<file path="config.mk">
export PLATFORM = sky130hd
export DESIGN_NAME = resp_misr_monitor
export DESIGN_NICKNAME = d
export VERILOG_FILES = /design/src/rtl/resp_misr_monitor.sv
export SDC_FILE = /design/constraint.sdc
export NUM_CORES = 1
export LEC_CHECK = 0
export BUFFER_PORTS_ARGS = -buffer_cell sky130_fd_sc_hd__buf_2
export CAP_MARGIN = 20
export CELL_PAD_IN_SITES_DETAIL_PLACEMENT = 1
export CELL_PAD_IN_SITES_GLOBAL_PLACEMENT = 1
export CORE_UTILIZATION = 34
export CTS_CLUSTER_DIAMETER = 30
export CTS_CLUSTER_SIZE = 28
export DETAILED_ROUTE_END_ITERATION = 10
export GPL_TIMING_DRIVEN = 0
export PLACE_DENSITY_LB_ADDON = 0.1
export SETUP_SLACK_MARGIN = 0.05
export SKIP_CTS_REPAIR_TIMING = 1
export SLEW_MARGIN = 20
export SYNTH_ARGS = -nofsm -noshare
export SYNTH_HDL_FRONTEND = slang
export SYNTH_SLANG_ARGS = --single-unit
</file>
<file path="constraint.sdc">
create_clock -name clk -period 2.5 [get_ports clk]
set_clock_uncertainty 0.15 [all_clocks]
set_input_delay 0.25 -clock clk [delete_from_list [all_inputs] [get_ports clk]]
set_output_delay 0.25 -clock clk [all_outputs]
set_load 0.01 [all_outputs]
</file>
<file path="src/rtl/resp_misr_monitor.sv">
// Response MISR monitor: compacts accepted DUT samples into a 32-bit
// signature and sample count, then compares both against golden values.
module resp_misr_monitor #(
  parameter int          DATA_W = 16,
  parameter logic [31:0] SEED   = 32'h00000000,
  parameter logic [31:0] POLY   = 32'h00400007
) (
  input  logic              clk,
  input  logic              rst,
  input  logic              start,
  input  logic              resp_valid,
  output logic              resp_ready,
  input  logic [DATA_W-1:0] resp_data,
  input  logic              resp_last,
  input  logic [31:0]       golden_sig,
  input  logic [31:0]       golden_cnt,
  output logic              busy,
  output logic              done,
  output logic              pass,
  output logic [31:0]       signature,
  output logic [31:0]       sample_cnt
);

  typedef enum logic [1:0] {
    IDLE,
    RUN,
    CHECK,
    DONE
  } state_t;

  localparam int NS = (DATA_W + 31) / 32;

  state_t            state;
  logic [NS*32-1:0]  pad;
  logic [31:0]       fold;
  logic [31:0]       next_sig;
  logic              accept;

  // Zero-pad the sample to whole 32-bit slices and XOR-fold them.
  always_comb begin
    pad = '0;
    pad[DATA_W-1:0] = resp_data;
    fold = '0;
    for (int i = 0; i < NS; i++) begin
      fold = fold ^ pad[i*32 +: 32];
    end
  end

  assign resp_ready = (state == RUN);
  assign busy       = (state == RUN) || (state == CHECK);
  assign done       = (state == DONE);
  assign accept     = resp_ready && resp_valid;
  assign next_sig   = {signature[30:0], 1'b0}
                    ^ (signature[31] ? POLY : 32'h0)
                    ^ fold;

  // Run control, signature compaction, counting and the final compare.
  always_ff @(posedge clk or posedge rst) begin
    if (rst) begin
      state      <= IDLE;
      signature  <= SEED;
      sample_cnt <= '0;
      pass       <= 1'b0;
    end else begin
      unique case (state)
        IDLE, DONE: begin
          if (start) begin
            state      <= RUN;
            signature  <= SEED;
            sample_cnt <= '0;
            pass       <= 1'b0;
          end
        end
        RUN: begin
          if (accept) begin
            signature <= next_sig;
            if (sample_cnt != 32'hFFFFFFFF)
              sample_cnt <= sample_cnt + 32'd1;
            if (resp_last)
              state <= CHECK;
          end
        end
        CHECK: begin
          pass  <= (signature == golden_sig) &&
                   (sample_cnt == golden_cnt);
          state <= DONE;
        end
        default: state <= IDLE;
      endcase
    end
  end

endmodule

</file>
* After elaboration in Yosys (flattened, before gate mapping)
Index checks and enable logic that the tools add are counted.
** Operators by class
- Reduce and logical (&&, ||, !) cells :: 11
- Eq/ne operators :: 10
- Muxes and demuxes :: 13
- Bitwise logic cells :: 2
- $add $sub $neg :: 1
** Operators by type and width (number)
- two-way mux 32 bit :: 4
- one-hot mux 32 bit (2 select lines) :: 2
- == test 32 bit :: 2
- adder 32 x 1 -> 32 bit, second input constant :: 1
- != test 32 bit, second input constant :: 1
- bitwise XOR 32 x 16 -> 32 bit :: 1
- bitwise XOR 32 x 23 -> 32 bit :: 1
- two-way mux 23 bit :: 1
- two-way mux 2 bit :: 3
- != test 2 x 1 -> 1 bit, second input constant :: 3
- one-hot mux 2 bit (3 select lines) :: 1
- AND reduction 3 bit :: 2
- == test 2 bit, second input constant :: 2
- AND reduction 4 bit :: 1
- nonzero test 2 bit :: 2
- == test 2 x 1 -> 1 bit, second input constant :: 1
- logical AND 1 bit :: 2
- logical NOT 2 bit :: 1
- != test 2 bit, second input constant :: 1
- one-hot mux 1 bit (2 select lines) :: 1
- AND reduction 2 bit :: 1
- OR reduction 2 bit :: 1
- logical OR 1 bit :: 1
- two-way mux 1 bit :: 1
** Storage, ports and cells
- Logic and storage cells :: 41
- Output and inout bits :: 68
- Bits in registers :: 67

* Depth between registers and ports, before layout
Gate-level depths: netlist (run 1).
- Depth in word-level cells :: 5
- Mapped depth :: 10
- Mapped depth without buffers :: 7

* Least setup slack after synthesis (run 1)
Ideal clock, no wire load.
- Kind :: register to register
- From :: register sample_cnt[0]
- To :: register sample_cnt[20]
- Clock period less this slack :: 2.362 ns
- Buffers on the path :: 2
- Stages on the path, launching flop included :: 9
- Path slack :: 0.138 ns
- Data arrival time :: 2.088 ns
- Setup time :: 0.124 ns
- Cells stage by stage :: dfrtp_1 > ha_1 > nand3_1 > nor4_4 > and4b_1 > buf_4 > buf_6 > nor3_1 > a211o_1
** On the way
- Longest elaborated chain between the ends :: 4
- Elaborated cells between the ends (all ways) :: 7
- Classes of those cells :: add/sub (1); eq/ne (2); mux (3); reduce/logical (1)
** RTL lines
- start: declaration :: line 21 : output logic [31:0] sample_cnt
- start signal: assignment :: line 78 : sample_cnt <= sample_cnt + 32'd1;
- adder 32 x 1 -> 32 bit :: line 78
- two-way mux 32 bit :: line 77 : if (sample_cnt != 32'hFFFFFFFF)
- two-way mux 32 bit :: line 75 : if (accept) begin
- one-hot mux 32 bit (2 select lines) :: line 65 : unique case (state)
Several ways; a longest one is shown, not always the timed one. The select of a mux whose other input is x is not followed.
A chain may end at the register's enable or synchronous reset.

* Final worst setup path (run 1)
- From :: register sample_cnt[0]
- To :: register sample_cnt[6]
The elaborated chain is that of the path after synthesis.

==> flow_summary.json, run 1 <==
{
  "drv_cap": 0,
  "hold_violations": 0,
  "synthAdderAreaFrac_pct": 1.453,
  "gp_congestion": 0.8280,
  "maxSlewViolCount": 0,
  "yosysUniqueCellTypes": 49,
  "fin_crit_sh_pct": 94.30,
  "drc": 0,
  "first_pass_iters": 5,
  "ir_worst_vdd_uv": 457.6,
  "pwr-share-clk_pct": 25.0,
  "clock.fmax_mhz": 424.2,
  "finalSetupViolations": 0,
  "n_antenna_cell": 0,
  "pwr-share-comb_pct": 44.8,
  "die_h_um": 114.5,
  "synth_top_cells_by_count": "dfrtp_1, xnor2_1, nand2_1",
  "swShare_pct": 44.81,
  "synth_seq_cells": 67,
  "yosys.area_share.simple_pct": 20.92,
  "ys_warn_count": 0,
  "muxShareOfSynthArea_pct": 1.395,
  "power_density_nw_per_um2": 943.8,
  "cts_max_level": 3,
  "ys_seq_area_share_pct": 38.93,
  "synth_compound_area_share_pct": 18.71,
  "synth_xor_xnor_area_share_pct": 13.63,
  "worstPathMaxFanout": 10,
  "clkSinkCount": 67,
  "yosys.cell_count.top_type": "dfrtp_1",
  "synthDominantCellAreaShare_pct": 38.93,
  "hold_class": "primary input to flip-flop",
  "drt_iter0_markers": 216,
  "synth_fp_nets": 566,
  "crit-reg2reg-launch": "sample_cnt[0]",
  "grt_pass1_wl_mm": 25.35,
  "finalCriticalPeriod_ns": 2.358,
  "endpoint_kind": "flip-flop",
  "core_area_um2": 12160,
  "synth_top_family_by_area": "simple AND/OR/NAND/NOR gates",
  "area_growth_pct": 33.53,
  "cts_root_buf": "clkbuf_16",
  "worst-setup-path-type": "flip-flop to flip-flop",
  "initial_utilization_pct": 35.41,
  "p_int_w": 0.002996,
  "stdcell_count": 824,
  "dp_hpwl_mm": 12.87,
  "track_usage_pct": 26.12,
  "clock_latency_ns": 0.34,
  "crit_arrival_ns": 2.43,
  "cts_buffers": 9,
  "cp.required_ns": 2.57,
  "crit_path_start_kind": "flip-flop",
  "slew_headroom_pct": 61.43,
  "drive_gt1_share_pct": 31.86,
  "io_buffers": 152,
  "path_clk_slew_ns": 0.06,
  "p_leak_nw": 2.771,
  "synth_edf_count": 0,
  "synthFlopType": "dfrtp_1",
  "pwr-share-seq_pct": 30.1,
  "min_to": "signature[3]",
  "min_from": "resp_data[3]",
  "vias": 4468,
  "antenna_found_initial": 0,
  "io_pins": 153,
  "rsz0062_at_grt": "yes",
  "gr-total-overflow": 0,
  "wl_per_cell_um": 20.24,
  "cts_tree": "built",
  "r2r_slack_ns": 0.14,
  "outcome": "finished, final reports clean",
  "fp-row-count": 40,
  "tightest_slew_ns": 0.5786,
  "synthArstFlopShare_pct": 100.0,
  "synth_top_cell_by_area": "dfrtp_1",
  "synthTopCellsByArea": "dfrtp_1, xnor2_1, xor2_1",
  "synthCells": 476,
  "routed_wl_mm": 16.68,
  "syn-cell-area_um2": 4307,
  "grt_pass1_vias": 4427,
  "final.setup.tns_ns": 0,
  "die_x_um": 114.5,
  "ant_nets": 0,
  "p_sw_w": 0.002432,
  "die-area_um2": 13120,
  "clk_path_buf_depth": 2,
  "grt_max_degree": 47,
  "syn_area_per_cell_um2": 9.048,
  "r2r-end": "sample_cnt[6]",
  "via_per_inst": 5.422,
  "rr_worst_depth": 9,
  "hold_depth": 3,
  "layout.nets": 741,
  "dp.cells": 797
}
## critical path, stage by stage, from the launching register on
cell and delay [ns]:
dfrtp_2 0.42, ha_4 0.18, nand3_1 0.15, nor4_4 0.29, buf_4 0.21, and4b_1 0.21
buf_4 0.17, buf_6 0.17, nor3_1 0.07, a211o_1 0.22
## kinds of logic (layout without fill, tap and decap cells)
family,Yosys count,in the layout
buf+inv,52,232
compound gates,114,114
mux,6,6
flops,67,67
fa+ha+maj,5,5
xor+xnor,67,67
simple gates,165,165
## area by class of cell
type,instances,area (µm²)
buffer,29,148.9
inverter,22,85.08
sequential,67,1679
multi-input combinational,357,2435
fill,1510,6411
timing repair buffer,165,880.8
tap,168,210.2
clock inverter,6,72.57
clock buffer,10,239.0
## state kept, by name, summed over array words and instances (netlist names)
name,cells
sample_cnt,32
pass,1
state,2
signature,32
## power by group through the flow
| stage | combinational, W | sequential, W | clock (W) |
|---|---|---|---|
| after CTS | 0.00236 | 0.00164 | 0.00137 |
| final | 0.00243 | 0.00164 | 0.00136 |
| after detailed placement | 0.00235 | 0.00165 | 0 |
| after floorplan | 0.00135 | 0.00165 | 0 |
| after global routing | 0.00265 | 0.00168 | 0.00142 |
| after global placement | 0.00228 | 0.00164 | 0 |
## metrics by stage
| stage | hold WS (ns) | cell area (µm²) | setup WS, ns | total power, W | utilization, % |
|---|---|---|---|---|---|
| after floorplan | 0.2900 | 4307 | 0.1377 | 0.002993 | - |
| after global placement | 0.3795 | 5278 | -0.6164 | 0.003921 | 43.40 |
| after detailed placement | 0.09238 | 5308 | -0.4605 | 0.004000 | 43.64 |
| after CTS | -0.2678 | 5619 | -0.4649 | 0.005364 | 46.20 |
| after global routing | 0.04897 | 5751 | 0.01767 | 0.005746 | 47.28 |
| final | 0.04686 | 5751 | 0.1424 | 0.005428 | 47.28 |
## how the worst max path moves through the flow
stage                       start              to  cells after the start
floorplan           sample_cnt[0]  sample_cnt[20]                      8
global placement              rst        state[1]                      2
detailed placement       state[1]    signature[8]                     10
CTS                      state[1]    signature[8]                     10
global route             state[0]    signature[4]                      8
finish              sample_cnt[0]   sample_cnt[6]                      9
## cell usage in the layout, fill, tap and decap left out, types with 11 or more instances in the layout
master       n
dfrtp_1     65
xnor2_1     47
buf_2      156
xor2_1      20
buf_4       12
inv_1       21
o2bb2ai_1   12
nor2_1      23
o21ai_0     34
nand4_1     20
a22o_1      16
nand3_1     19
nand2_1     40
nor4_1      11
## metal layers
layer / up-vias / routed length (µm) / global-route usage, % / part of all wire [%]
met4: 0 / 259 / 8.312 / 1.6
met2: 162 / 7906 / 42.18 / 47
met5: - / 0 / 0 / 0
met3: 17 / 894 / 3.864 / 5.4
li1: 2088 / - / - / -
met1: 2201 / 7618 / 35.94 / 46
No activity file was read; power rests on OpenSTA's default activity.
==> run 2, diff against run 1 <==
- ABC_AREA: default -> 1
==> run 2 against run 1 <==
Compared with the run above:
- worst setup slack improved by 0.073 ns
- utilization decreased by 2.2 points
- die area increased by 10%
- register-to-register slack improved by 0.07 ns
- non-clock buffer count shrank 21
- sequential share of layout area fell by 1.5 points
- via count grew 18%
- critical path depth grew 4
- synthesized cell count grew 55%
- critical endpoint is now sample_cnt[17]
==> flow_summary.json, run 2 <==
{
  "layout.nets": 994,
  "final_util_pct": 45.06,
  "vias": 5272,
  "path_cells": "inv_1 -> ha_1 -> buf_2 -> inv_4 -> or2_2 -> nand2_1 -> a21oi_4 -> nand2_4 -> inv_2 -> buf_6 -> nand2_1 -> nand2_1 -> inv_1",
  "slew_headroom_pct": 59.89,
  "tightest_slew_ns": 0.6017,
  "pre_cts_ws_ns": 0.07123,
  "syn-cell-area_um2": 4751,
  "cts_buffers": 9,
  "dp.cells": 1066,
  "clkSinkCount": 67,
  "die_h_um": 120.2,
  "fin_crit_sh_pct": 91.36,
  "synth_top_cell_by_area": "dfrtp_1",
  "track_usage_pct": 24.19,
  "drv_cap": 0,
  "pwr-share-seq_pct": 29.8,
  "die-area_um2": 14450,
  "synthCells": 737,
  "io_pins": 153,
  "p_sw_w": 0.002149,
  "placed_area_um2": 5754,
  "area_growth_pct": 27.60,
  "clock_latency_ns": 0.34,
  "p_leak_nw": 3.216,
  "crit_arrival_ns": 2.37,
  "final_common_cell": "nand2_1",
  "finalCriticalPeriod_ns": 2.284,
  "pwr-share-comb_pct": 46.4,
  "yosysUniqueCellTypes": 30,
  "yosys.cell_count.top_type": "nand2_1",
  "rr_worst_depth": 13,
  "pwr-share-clk_pct": 23.9,
  "cts_root_buf": "clkbuf_16",
  "ant_nets": 0,
  "synth_seq_cells": 67,
  "maxSlewViolCount": 0,
  "path_depth": 13,
  "via_per_inst": 4.859,
  "synth_fp_nets": 827,
  "grt_max_degree": 38,
  "core_area_um2": 13450,
  "worstPathMaxFanout": 10,
  "fp-row-count": 42,
  "gp_congestion": 0.8625,
  "syn_area_per_cell_um2": 6.446,
  "stdcell_count": 1085,
  "crit_path_start_kind": "flip-flop",
  "clock.fmax_mhz": 437.8,
  "hold_violations": 0,
  "grt_use_met3_pct": 3.255,
  "n_fill_cell": 1869,
  "busiest_layer": "met2",
  "drc": 0,
  "final.setup.tns_ns": 0,
  "synthArstFlopShare_pct": 100.0,
  "synthFlopType": "dfrtp_1",
  "outcome": "finished, final reports clean",
  "crit_path_frequent_cell": "nand2_1",
  "grt_pass1_wl_mm": 27.28,
  "endpoint_kind": "flip-flop",
  "swShare_pct": 44.34,
  "final_cell_mix": "nand2_1, buf_2, inv_1",
  "die_x_um": 120.2,
  "power_density_nw_per_um2": 799.4,
  "ys_seq_area_share_pct": 35.29,
  "cp_top_family": "buffers and inverters",
  "finalSetupViolations": 0,
  "antenna_found_initial": 0,
  "top_regs": "sample_cnt x32, signature x32, state x2",
  "setup_ws_ns": 0.2159,
  "cp.required_ns": 2.58,
  "synthTopCellsByArea": "dfrtp_1, nand2_1, inv_1",
  "hold_class": "primary input to flip-flop",
  "critPathSlowestCell": "dfrtp_1",
  "cts_tree": "built",
  "grt_use_met2_pct": 43.93,
  "p_int_w": 0.002697,
  "io_buffers": 152,
  "n_antenna_cell": 0,
  "hold_depth": 3,
  "dp_hpwl_mm": 13.18,
  "ys_warn_count": 0,
  "gr-total-overflow": 0,
  "clk_path_buf_depth": 2,
  "rsz0062_at_grt": "no",
  "r2r_slack_ns": 0.22,
  "ir_worst_vdd_uv": 416.5,
  "synth_top_cells_by_count": "nand2_1, inv_1, nor2_1",
  "path_clk_slew_ns": 0.06,
  "synthDominantCellAreaShare_pct": 35.29,
  "drive_gt1_share_pct": 22.22,
  "first_pass_iters": 4,
  "cts_max_level": 3,
  "wl_per_cell_um": 15.38,
  "drt_iter0_markers": 237,
  "grt_pass1_vias": 5526,
  "worst-setup-path-type": "flip-flop to flip-flop",
  "initial_utilization_pct": 35.31,
  "use_met1_pct": 28.89,
  "synth_edf_count": 0,
  "max_stage_delay_ns": 0.40,
  "fin_area_um2": 6062,
  "routed_wl_mm": 16.68,
  "critPathBufInv": 6
}
## run 2: worst paths after layout
| kind | startpoint | to |
|---|---|---|
| setup / recovery | state[1] | sample_cnt[17] |
| hold / removal | resp_data[11] | signature[11] |
| setup reg to reg | state[1] | sample_cnt[17] |
| hold reg to reg | pass | pass |
| max in group asynchronous | rst | signature[31] |
| min in group asynchronous | rst | sample_cnt[8] |
## run 2: worst min-delay path, cell delays in order
cell and delay [ns]:
buf_2 0.08, xnor2_1 0.10, o22ai_1 0.07
## run 2: logic make-up after synthesis
logic type,synth area share [%]
xor+xnor,7.559
flops,35.29
compound gates,8.507
simple gates,35.48
fa+ha+maj,1.317
buf+inv,11.85
## run 2: stage by stage
| step | power, W | hold WS, ns |
|---|---|---|
| final | 0.004846 | 0.05802 |
| after global routing | 0.005173 | 0.07147 |
| after CTS | 0.004807 | -0.2037 |
| after detailed placement | 0.003616 | 0.1545 |
| after global placement | 0.003546 | 0.3595 |
| after floorplan | 0.002778 | 0.3032 |
## run 2: routing by layer
layer  vias up  part of all wire, %
li1       2595                    -
met1      2536                   43
met2       120                   51
met3        21                  4.2
met4         0                  2.1
met5         -                    0
## run 2: area by class of cell
type | count | area [µm²] | area share (%)
clock buffers | 11 | 232.7 | 3.839
plain buffers | 17 | 87.58 | 1.445
clock inverters | 5 | 30.03 | 0.4954
repair buffers | 156 | 805.8 | 13.29
flip-flops and latches | 67 | 1677 | 27.66
well taps | 176 | 220.2 | 3.633
inverters | 128 | 485.5 | 8.008
multi-input cells | 525 | 2524 | 41.63
## run 2: power by group through the flow
stage | combinational [W] | clock (W) | sequential [W]
finish | 0.00225 | 0.00116 | 0.00144
global route | 0.00248 | 0.00123 | 0.00147
CTS | 0.00218 | 0.00118 | 0.00144
detailed placement | 0.00215 | 0 | 0.00146
global placement | 0.00210 | 0 | 0.00144
floorplan | 0.00129 | 0 | 0.00149
==> run 3, diff against run 2 <==
==> constraint.sdc (replaced) <==
create_clock -name clk -period 2.5 [get_ports clk]
set_clock_uncertainty 0.15 [all_clocks]
set_input_delay 0.75 -clock clk [delete_from_list [all_inputs] [get_ports clk]]
set_output_delay 0.75 -clock clk [all_outputs]
set_load 0.01 [all_outputs]
==> run 3 against run 2 <==
Compared with the run above:
- utilization grew 0.63 points
- sequential cell count is the same
- register-to-register slack lost 0.06 ns
- via count grew 1.0%
- combinational power is essentially flat
- final cell count is the same
- sequential power is essentially flat
==> flow_summary.json, run 3 (synthesis gave the netlist of run 2 again) <==
{
  "top_regs": "sample_cnt x32, signature x32, state x2",
  "clock_latency_ns": 0.34,
  "antenna_found_initial": 0,
  "slew_headroom_pct": 60.18,
  "final_cell_mix": "nand2_1, buf_2, inv_1",
  "layout.nets": 994,
  "wl_per_cell_um": 16.05,
  "crit_path_frequent_cell": "nand2_1",
  "die_x_um": 120.2,
  "drc": 0,
  "tightest_slew_ns": 0.5972,
  "crit_arrival_ns": 2.43,
  "cp.required_ns": 2.58,
  "cts_root_buf": "clkbuf_16",
  "drt_iter0_markers": 246,
  "worst-setup-path-type": "flip-flop to flip-flop",
  "ant_nets": 0,
  "pwr-share-clk_pct": 27.0,
  "clock.fmax_mhz": 426.4,
  "n_antenna_cell": 0,
  "power_density_nw_per_um2": 829.7,
  "cts_tree": "built",
  "drive_gt1_share_pct": 22.44,
  "fin_area_um2": 6147,
  "die_h_um": 120.2,
  "clk_path_buf_depth": 2,
  "worstPathMaxFanout": 10,
  "final_common_cell": "nand2_1",
  "io_buffers": 152,
  "pwr-share-seq_pct": 28.3,
  "cp_top_family": "buffers and inverters",
  "path_cells": "inv_1 -> ha_1 -> buf_2 -> inv_2 -> or2_2 -> nand2_1 -> a21oi_4 -> nand2_2 -> inv_2 -> buf_6 -> nand2_1 -> nand2_1 -> inv_1",
  "grt_max_degree": 24,
  "n_fill_cell": 1876,
  "gp_congestion": 0.8551,
  "area_growth_pct": 29.39,
  "die-area_um2": 14450,
  "io_pins": 153,
  "cts_max_level": 3,
  "p_sw_w": 0.002189,
  "critPathSlowestCell": "dfrtp_1",
  "drv_cap": 0,
  "initial_utilization_pct": 35.31,
  "hold_violations": 0,
  "clkSinkCount": 67,
  "swShare_pct": 42.92,
  "core_area_um2": 13450,
  "routed_wl_mm": 17.42,
  "maxSlewViolCount": 0,
  "max_stage_delay_ns": 0.40,
  "pwr-share-comb_pct": 44.7,
  "path_clk_slew_ns": 0.06,
  "dp_hpwl_mm": 13.88,
  "rsz0062_at_grt": "yes",
  "critPathBufInv": 6,
  "final.setup.tns_ns": 0,
  "vias": 5327,
  "endpoint_kind": "flip-flop",
  "fp-row-count": 42,
  "p_int_w": 0.002911,
  "track_usage_pct": 25.05,
  "via_per_inst": 4.910,
  "first_pass_iters": 4,
  "finalCriticalPeriod_ns": 2.345,
  "crit_path_start_kind": "flip-flop",
  "finalSetupViolations": 0,
  "cts_buffers": 9,
  "p_leak_nw": 3.252,
  "fin_crit_sh_pct": 93.80,
  "grt_pass1_wl_mm": 28.08,
  "grt_pass1_vias": 5647,
  "outcome": "finished, final reports clean",
  "ir_worst_vdd_uv": 539.9,
  "placed_area_um2": 5811,
  "hold_class": "primary input to asynchronous set/reset pin",
  "gr-total-overflow": 0
}
-- run 3: cell types whose count changed in the layout (fill, tap and decap cells not counted), sizes merged --
| cell | before | now |
|---|---|---|
| clkinv | 3 | 2 |
| dlygate4sd3 | 1 | 0 |
| bufinv | 0 | 2 |
| buf | 162 | 164 |
| clkbuf | 21 | 20 |
| inv | 128 | 127 |
-- run 3: final cells by class --
type	count	area (µm²)	share of cell area, %
Clock buffer	11	232.7	3.786
Tap cell	176	220.2	3.582
Timing Repair Buffer	157	850.8	13.84
Buffer	16	85.08	1.384
Clock inverter	5	77.57	1.262
Inverter	128	484.2	7.877
Multi-Input combinational cell	525	2519	40.97
Sequential cell	67	1678	27.29
-- run 3: power by group through the flow --
stage	clock network [W]	logic (W)	registers [W]
5_1_grt	0.00144	0.00251	0.00147
3_5_place_dp	0	0.00221	0.00147
2_1_floorplan	0	0.00129	0.00149
6_report	0.00138	0.00228	0.00145
4_1_cts	0.00139	0.00222	0.00145
3_3_place_gp	0	0.00211	0.00144
-- run 3: worst paths after layout --
check,to,startpoint,slack (ns),cells after the start
worst min register to register,pass,pass,0.33,2
min in group clk,pass,pass,0.33,2
worst max register to register,sample_cnt[18],state[1],0.16,13
worst max-delay path,sample_cnt[18],state[1],0.16,13
worst min-delay path,sample_cnt[8],rst,0.23,2
max in group asynchronous,sample_cnt[0],rst,1.36,4
-- run 3: metrics by stage --
| stage | util [%] | instances | worst slack (ns) | hold WS (ns) | total power (W) |
|---|---|---|---|---|---|
| 3_5_place_dp | 43.19 | 1068 | 0.008277 | 0.3131 | 0.003673 |
| 5_1_grt | 45.69 | 1085 | -0.01656 | 0.2612 | 0.005422 |
| 2_1_floorplan | - | 737 | 0.5430 | 0.3527 | 0.002778 |
| 3_3_place_gp | 42.63 | 1065 | 0.1554 | 0.3164 | 0.003556 |
| 4_1_cts | 45.50 | 1084 | -0.008344 | 0.2420 | 0.005061 |
| 6_report | 45.69 | 1085 | 0.1550 | 0.2329 | 0.005100 |
-- run 3: metal layers --
metal,GRT usage (%),routed length [µm]
met1,29.70,7064
met2,46.19,9206
met3,3.443,896
met4,8.047,250
met5,0,0
